**config.mk**
```make
export PLATFORM = sky130hd
export DESIGN_NAME = hynoc_ingress_v2
export DESIGN_NICKNAME = d
export VERILOG_FILES = /design/src/rtl/hynoc_ingress_v2.sv
export SDC_FILE = /design/constraint.sdc
export NUM_CORES = 1
export LEC_CHECK = 0
export ABC_CLOCK_PERIOD_IN_PS = 5450
export CAP_MARGIN = 20
export CORE_MARGIN = 3
export CORE_UTILIZATION = 60
export DETAILED_ROUTE_END_ITERATION = 16
export GPL_ROUTABILITY_DRIVEN = 0
export PLACE_DENSITY = 0.78
export RECOVER_POWER = 100
export SETUP_SLACK_MARGIN = 0.15
export SLEW_MARGIN = 20
export SYNTH_ARGS = -nofsm -noshare
export SYNTH_HDL_FRONTEND = slang
export SYNTH_SLANG_ARGS = --single-unit
```
**constraint.sdc**
```tcl
create_clock -name router_clk -period 5.45 [get_ports router_clk]
set_input_delay 1.09 -clock router_clk [delete_from_list [all_inputs] [get_ports router_clk]]
set_output_delay 1.09 -clock router_clk [all_outputs]
set_load 0.03 [all_outputs]
```
**src/rtl/hynoc_ingress_v2.sv**
```systemverilog
// hynoc_ingress_v2: router ingress port -- input flit FIFO, header decode/rewrite and egress forwarding FSM.
// Statistics counters are built only when HYNOC_INGRESS_STATS_EN is defined; otherwise stat_* read 0.
module hynoc_ingress_v2 #(
  parameter int NB_PORTS        = 5,
  parameter int INDEX_WIDTH     = 4,
  parameter int LOG2_FIFO_DEPTH = 5,
  parameter int PAYLOAD_WIDTH   = 32,
  parameter int MAX_PKT_FLITS   = 64,
  localparam int FLIT_WIDTH     = PAYLOAD_WIDTH + 1,
  localparam int NE             = NB_PORTS - 1
) (
  input  logic                     router_clk,
  input  logic                     router_srst,
  input  logic                     wen,
  input  logic [FLIT_WIDTH-1:0]    wdata,
  output logic                     wfull,
  output logic [LOG2_FIFO_DEPTH:0] wlevel,
  input  logic [NE-1:0]            from_egress_grant,
  input  logic [NE-1:0]            from_egress_afull,
  output logic [NE-1:0]            to_egress_request,
  output logic                     to_egress_write,
  output logic [FLIT_WIDTH-1:0]    to_egress_data,
  output logic [15:0]              stat_pkt,
  output logic [15:0]              stat_drop,
  output logic [15:0]              stat_trunc
);

  localparam int DEPTH = 2 ** LOG2_FIFO_DEPTH;
  localparam int PSW   = (NE > 1) ? $clog2(NE) : 1;
  localparam int RW    = PAYLOAD_WIDTH - 4 - INDEX_WIDTH;
  localparam logic [3:0] PROTO_UNI = 4'd1;
  localparam logic [3:0] PROTO_MC  = 4'd2;
  localparam logic [LOG2_FIFO_DEPTH-1:0] PTR_ONE  = 1;
  localparam logic [LOG2_FIFO_DEPTH:0]   LVL_ONE  = 1;
  localparam logic [LOG2_FIFO_DEPTH:0]   LVL_FULL = {1'b1, {LOG2_FIFO_DEPTH{1'b0}}};
  localparam logic [INDEX_WIDTH-1:0]     IDX_ONE  = 1;
  localparam logic [15:0]                CNT_ONE  = 16'd1;
  localparam logic [15:0]                CNT_MAX  = 16'(MAX_PKT_FLITS);

  // IDLE: decode FIFO head | ROUTE: wait for grants | FWD: forward packet | DROP: discard up to last flit
  typedef enum logic [1:0] {IDLE, ROUTE, FWD, DROP} state_t;

  logic [FLIT_WIDTH-1:0]      mem_q [DEPTH];
  logic [LOG2_FIFO_DEPTH-1:0] wr_ptr_q, wr_ptr_d, rd_ptr_q, rd_ptr_d;
  logic [LOG2_FIFO_DEPTH:0]   level_q, level_d;
  logic                       push, pop, empty;
  logic [FLIT_WIDTH-1:0]      head;

  state_t                     state_q, state_d;
  logic [NE-1:0]              req_q, req_d;
  logic                       wr_q, wr_d;
  logic [FLIT_WIDTH-1:0]      data_q, data_d;
  logic [15:0]                cnt_q, cnt_d;
  logic                       hdr_q, hdr_d;
  logic                       ev_pkt, ev_drop, ev_trunc;

  logic [3:0]                 proto;
  logic [PSW-1:0]             port;
  logic [INDEX_WIDTH-1:0]     index;
  logic [RW-1:0]              rfield, rfield_out;
  logic [NE-1:0]              uni_mask, mc_mask, dec_mask;
  logic                       dec_valid;
  logic [FLIT_WIDTH-1:0]      hdr_fwd;

  assign empty  = (level_q == '0);
  assign wfull  = (level_q == LVL_FULL);
  assign wlevel = level_q;
  assign push   = wen && !wfull;
  assign head   = mem_q[rd_ptr_q];

  assign wr_ptr_d = push ? wr_ptr_q + PTR_ONE : wr_ptr_q;
  assign rd_ptr_d = pop  ? rd_ptr_q + PTR_ONE : rd_ptr_q;

  always_comb begin
    level_d = level_q;
    case ({push, pop})
      2'b10:   level_d = level_q + LVL_ONE;
      2'b01:   level_d = level_q - LVL_ONE;
      default: level_d = level_q;
    endcase
  end

  always_ff @(posedge router_clk) begin
    if (push) mem_q[wr_ptr_q] <= wdata;
  end

  // The header stays at the FIFO head until FWD pops it, so decode always reads the head.
  assign proto   = head[PAYLOAD_WIDTH-1 -: 4];
  assign port    = head[INDEX_WIDTH +: PSW];
  assign index   = head[INDEX_WIDTH-1:0];
  assign mc_mask = head[INDEX_WIDTH +: NE];
  assign rfield  = head[INDEX_WIDTH +: RW];

  always_comb begin
    uni_mask  = '0;
    dec_mask  = '0;
    dec_valid = 1'b0;
    for (int i = 0; i < NE; i++) uni_mask[i] = (int'(port) == i);
    if (proto == PROTO_UNI && int'(port) < NE) begin
      dec_valid = 1'b1;
      dec_mask  = uni_mask;
    end else if (proto == PROTO_MC && mc_mask != '0) begin
      dec_valid = 1'b1;
      dec_mask  = mc_mask;
    end
  end

  always_comb begin
    rfield_out = rfield;
    if (proto == PROTO_UNI) rfield_out = rfield >> PSW;
  end

  assign hdr_fwd = {1'b0, proto, rfield_out, index - IDX_ONE};

  always_comb begin
    state_d  = state_q;
    req_d    = req_q;
    wr_d     = 1'b0;
    data_d   = data_q;
    cnt_d    = cnt_q;
    hdr_d    = hdr_q;
    pop      = 1'b0;
    ev_pkt   = 1'b0;
    ev_drop  = 1'b0;
    ev_trunc = 1'b0;
    case (state_q)
      IDLE: begin
        req_d = '0;
        cnt_d = '0;
        if (!empty) begin
          if (dec_valid && !head[PAYLOAD_WIDTH]) begin
            state_d = ROUTE;
            req_d   = dec_mask;
          end else begin
            state_d = DROP;
            ev_drop = 1'b1;
          end
        end
      end
      ROUTE: begin
        if ((from_egress_grant & req_q) == req_q) begin
          state_d = FWD;
          hdr_d   = 1'b1;
          ev_pkt  = 1'b1;
        end
      end
      FWD: begin
        if (!empty && (from_egress_afull & req_q) == '0) begin
          pop = 1'b1;
          if (hdr_q) begin
            hdr_d = 1'b0;
            if (index != '0) begin
              wr_d   = 1'b1;
              data_d = hdr_fwd;
              cnt_d  = cnt_q + CNT_ONE;
            end
          end else begin
            wr_d   = 1'b1;
            data_d = head;
            cnt_d  = cnt_q + CNT_ONE;
            if (head[PAYLOAD_WIDTH]) begin
              state_d = IDLE;
            end else if (cnt_d == CNT_MAX) begin
              data_d[PAYLOAD_WIDTH] = 1'b1;
              state_d  = DROP;
              ev_trunc = 1'b1;
            end
          end
        end
      end
      DROP: begin
        req_d = '0;
        if (!empty) begin
          pop = 1'b1;
          if (head[PAYLOAD_WIDTH]) state_d = IDLE;
        end
      end
      default: state_d = IDLE;
    endcase
  end

  always_ff @(posedge router_clk or negedge router_srst) begin
    if (!router_srst) begin
      wr_ptr_q <= '0;
      rd_ptr_q <= '0;
      level_q  <= '0;
      state_q  <= IDLE;
      req_q    <= '0;
      wr_q     <= 1'b0;
      data_q   <= '0;
      cnt_q    <= '0;
      hdr_q    <= 1'b0;
    end else begin
      wr_ptr_q <= wr_ptr_d;
      rd_ptr_q <= rd_ptr_d;
      level_q  <= level_d;
      state_q  <= state_d;
      req_q    <= req_d;
      wr_q     <= wr_d;
      data_q   <= data_d;
      cnt_q    <= cnt_d;
      hdr_q    <= hdr_d;
    end
  end

  assign to_egress_request = req_q;
  assign to_egress_write   = wr_q;
  assign to_egress_data    = data_q;

`ifdef HYNOC_INGRESS_STATS_EN
  logic [15:0] stat_pkt_q, stat_pkt_d, stat_drop_q, stat_drop_d, stat_trunc_q, stat_trunc_d;

  always_comb begin
    stat_pkt_d   = stat_pkt_q;
    stat_drop_d  = stat_drop_q;
    stat_trunc_d = stat_trunc_q;
    if (ev_pkt   && stat_pkt_q   != 16'hFFFF) stat_pkt_d   = stat_pkt_q   + CNT_ONE;
    if (ev_drop  && stat_drop_q  != 16'hFFFF) stat_drop_d  = stat_drop_q  + CNT_ONE;
    if (ev_trunc && stat_trunc_q != 16'hFFFF) stat_trunc_d = stat_trunc_q + CNT_ONE;
  end

  always_ff @(posedge router_clk or negedge router_srst) begin
    if (!router_srst) begin
      stat_pkt_q   <= '0;
      stat_drop_q  <= '0;
      stat_trunc_q <= '0;
    end else begin
      stat_pkt_q   <= stat_pkt_d;
      stat_drop_q  <= stat_drop_d;
      stat_trunc_q <= stat_trunc_d;
    end
  end

  assign stat_pkt   = stat_pkt_q;
  assign stat_drop  = stat_drop_q;
  assign stat_trunc = stat_trunc_q;
`else
  logic unused_ev;
  assign unused_ev  = ev_pkt ^ ev_drop ^ ev_trunc;
  assign stat_pkt   = '0;
  assign stat_drop  = '0;
  assign stat_trunc = '0;
`endif

endmodule

```
Word level (Yosys, flattened, before mapping)
Memories as Yosys holds them, arrays and structs flattened.
Cells that the tools add are included.
- equal/unequal tests: 22
- muxes and demuxes: 39
- multipliers: 0
- shift operators: 0
- div/mod/pow operators: 0
- bitwise operators: 2
- reductions and logical operators: 21
- $add $sub $neg: 6
- $lt $le $gt $ge: 0
- operators with widths (cell ; count):
    $mux 33 ; 2
    $mux 16 ; 3
    $pmux 16 s2 ; 1
    $mux 24 ; 1
    $mux 2 ; 9
    $add 16x1->16 const B ; 1
    $eq 16x7->1 const B ; 1
    $mux 4 ; 4
    $mux 1 ; 14
    $ne 2x2->1 const B ; 6
    $pmux 6 s2 ; 1
    $add 5x1->5 const B ; 2
    $eq 2x2->1 const B ; 5
    $reduce_and 3->1 ; 3
    $and 4x4->4 ; 2
    $pmux 2 s4 ; 1
    $pmux 4 s2 ; 1
    $reduce_bool 2->1 ; 4
    $reduce_bool 4->1 ; 2
    $reduce_and 7->1 ; 1
    $add 6x1->6 const B ; 1
    $eq 2x1->1 const B ; 3
    $eq 6x6->1 const B ; 1
    $logic_not 6->1 ; 1
    12 further kinds ; 20
- input bits: 44
- latch bits: 0
- bits in registers: 73
- memory bits (writable): 1056
- output and inout port bits: 93
- memories kept: 1
- ROM bits: 0
- memories (memory ; words ; width ; read ports ; clocked after memory_dff ; wr ports ; RTL line ; text):
    mem_q ; 32 ; 33 ; 1 ; 0 ; 1 ; 43 ; logic [FLIT_WIDTH-1:0] mem_q [DEPTH];

Logic depth before layout (Yosys ltp)
An unclocked memory read counts as a cell.
- depth after elaboration: 9
- mapped depth: 15
- gate-level depth less buffers: 14

Worst setup path after synthesis
Ideal clock, no wire load.
- path kind: input -> register
- start point: input wen
- end point: memory mem_q[31][0] (netlist bit) (enable)
- path buffers: 2
- arrival: 3.177 ns
- slack: 1.850 ns
- cell stages on the path: 5
- required time: 5.027 ns
- library setup time: 0.423 ns
- cells stage by stage: and2_1 -> clkbuf_1 -> nand2_1 -> clkbuf_1 -> nor2_1
- cells in the longest elaborated chain, start to end: 3
- RTL lines (item ; RTL line ; text):
    start, declared ; 14 ; input logic wen,
    $logic_and 1x1->1 ; 68 ; assign push = wen && !wfull;
    $mux 1 ; 84 ; if (push) mem_q[wr_ptr_q] <= wdata;
    $mux 1 (not written as such) ; 84 ;
    end, declared ; 43 ;
Every way passes these cells.

Worst setup path in the final report
- start point: input wen
- end point: memory mem_q[29][28] (netlist bit) (enable)
Same word-level chain as after synthesis.

==> key figures <==
Run status
  – Status: finished with violations
  – Failing checks: capacitance limit, slew limit

Floorplanning
  – Initial Util: 0.6104
  – Row count: 99
  – Die H: ~280 um
  – Top Ports: about 140
  – Die area: just under 80000 sq um
  – Core Area: 73450 sq um
  – Die width: ~280 um

Cells and area
  – Nets@finish: 2380
  – Fillers: 4302
  – Synth-to-Final Area Change: 11.51%
  – Commonest non-fill, non-tap cell in the layout: edfxtp_1
  – FF/Latch Area: 33550 sq um
  – Most frequent cells in the layout: 1056 x edfxtp_1, 270 x mux4_2, 138 x nand2_1, 108 x clkbuf_16, 81 x mux2i_1
  – Fin cells: 3367
  – Multi-input gate area: 10430 sq um
  – Share of layout cells above drive strength 1: 0.2154
  – Fin util: 0.6807

Yosys
  – Area leader, netlist: edfxtp_1
  – Number of flops mapped to enable cells by yosys: 1056
  – Synth warn: 0
  – Sequential area share after synthesis: 0.7480
  – Largest cells by area after synthesis: edfxtp_1 71%, mux4_2 14%, dfrtp_1 4.1%
  – Cells after Synth: 2168
  – Top cell type's share of synthesized area: 0.7072
  – Register bit count reported by yosys: approximately 1100
  – Syn avg cell area: 20.68 sq um
  – Synthesized cell area: 44840 sq um
  – Post-synth cell types: 74
  – Async SR Flop Fraction: 0.06466
  – Top_reg_cell synth: edfxtp_1

CTS
  – CTS tree: yes
  – Clk pin slew, worst setup/hold paths: 0.06 ns
  – Post-CTS setup buffers: 0
  – Post-CTS resize count: 0
  – Clock sink count: 1129
  – Hold buffers post-CTS: 0
  – Clk buf depth: 3
  – Inserted Clock Buffers: 108
  – Clock Tree Root: clkbuf_16
  – Clock H-tree levels: 3
  – Latest clock arrival within the worst-skew pair: 0.67 ns

STA
  – Hold Fails Final Rpt: 0
  – Fmax: 0.2005 GHz
  – Clock skew: about 0.018 ns
  – Slew headroom: -1.089
  – Setup tns final: 0 ns
  – Final period utilization: 0.9150
  – Unrepaired setup endpoints after global routing: false
  – Slew Viols, Final: 440
  – Min Clock Period, post-route: 4.987 ns
  – Final setup fails: 0
  – Worst-margin pin slew: between 3 and 4 ns

GRT
  – Largest net degree at the start of global routing: 74
  – Tot GR Track Use: 0.2926
  – First-pass GRT wire length: about 160 mm
  – Vias in the first global route: 23720
  – Antenna violations before repair: 8
  – Overflow after GRT: 0

Drt
  – Drt drc: 0
  – Via-per-instance ratio: 6.810
  – DR vias: 22928
  – DR WL/cell: about 33 um
  – Initial drt markers: 3235
  – Total Wirelength: 111.4 mm
  – First drt pass iteration count: 7
  – Routed Antenna Nets: 0

Critical path
  – Crit path launch: wen
  – Reg-to-reg startpoint: wlevel[0]
  – CP Capture Type: flop
  – Largest fanout on the critical path: 21
  – Data required time of the worst path: 5.73 ns
  – Critical path type: in -> reg
  – Crit start category: input pin
  – Critical path arrival: 5.27 ns

Power and ir drop
  – Final Power: 0.02644 W
  – Leak Pwr: 16.36 nW
  – Peak VDD IR: 0.0003827 V
  – Pwr per Cell Area: between 500 and 600 nW/um^2

Flow run
  – Max_cap viols: 19

Hold path
  – HP Start: to_egress_data[2]
  – Hold crit path type: reg -> reg

Place
  – Post-DP HPWL: 57.55 mm
  – Buffers on Ports: 88
  – # placed instances: approximately 3200
[per-layer routing]
metal / global-route usage / routed length, um
met1: 0.4026 / 39110
met2: 0.4666 / 54270
met3: 0.05759 / 12670
met4: 0.1288 / 5325
met5: 0 / 28
[Yosys cell counts (all sizes together), types with 4 or more instances]
| cell | instances |
|---|---|
| nand2 | 138 |
| and2 | 15 |
| or3 | 4 |
| mux4 | 285 |
| nand4 | 4 |
| xnor2 | 12 |
| a22oi | 8 |
| dfrtp | 73 |
| a211oi | 6 |
| o22ai | 6 |
| o2111ai | 5 |
| nand3 | 20 |
| buf | 133 |
| a2bb2oi | 5 |
| nor2b | 10 |
| o21ai | 66 |
| a21o | 4 |
| nor3 | 6 |
| clkbuf | 24 |
| a21oi | 24 |
| ha | 18 |
| inv | 23 |
| a221oi | 4 |
| xor2 | 5 |
| edfxtp | 1056 |
| mux2 | 5 |
| mux2i | 82 |
| nor2 | 59 |
| o221ai | 12 |
| o31ai | 14 |
[kinds of logic after synthesis]
group | count (synthesis) | synth area share
xor+xnor | 17 | 0.003321
simple gates | 277 | 0.02802
compound gates | 172 | 0.02618
flops | 1129 | 0.7480
fa+ha+maj | 19 | 0.005469
other cells | 1 | 0.00008363
mux | 372 | 0.1641
buf+inv | 181 | 0.02492
[through the flow]
stage / hold WS (ns) / setup slack [ns] / cell area, sq um
after floorplan: 0.4671 / 1.850 / 45010
after global placement: 0.4708 / 1.012 / 46940
after detailed placement: 0.4817 / 0.8902 / 46940
after CTS: 0.4954 / 0.7972 / 50410
after global routing: 0.5295 / 0.3270 / 50000
final: 0.4840 / 0.4632 / 50000
[report_power, final]
| part | internal [W] | switching (W) |
|---|---|---|
| Sequential | 0.0102 | 0.000618 |
| Combinational | 0.00346 | 0.00472 |
| Clock | 0.00424 | 0.00318 |
[critical path, cell delays in order]
cell	delay (ns)
clkdlybuf4s50_1	0.45
and2_0	0.59
nand2_1	0.49
nor2_1	1.58
clkbuf_2	1.03
[registers in the layout, summed over array words and instances (netlist names)]
name               count
mem_q               1056
to_egress_data        33
wr_ptr_q               5
to_egress_request      4
to_egress_write        1
cnt_q                 16
state_q                2
wlevel                 6
rd_ptr_q               5
hdr_q                  1
[final timing paths]
check,endpoint,slack (ns),cells after the start
max,mem_q[29][28],0.46,5
min,to_egress_data[2],0.48,2
max reg2reg,mem_q[29][28],0.55,7
min reg2reg,to_egress_data[2],0.48,2
max in group asynchronous,rd_ptr_q[1],4.15,1
min in group asynchronous,wlevel[5],0.58,1
[final cells by class]
class                      count  area share
clock buffer                 132     0.05626
multi-input combinational    905      0.2086
inverter                      24    0.001802
timing repair buffer         149     0.02490
clock inverter                66     0.01316
sequential                  1129      0.6711
antenna                        3   0.0001502
tap                          959     0.02400
Power figures use the tool's default switching activity.
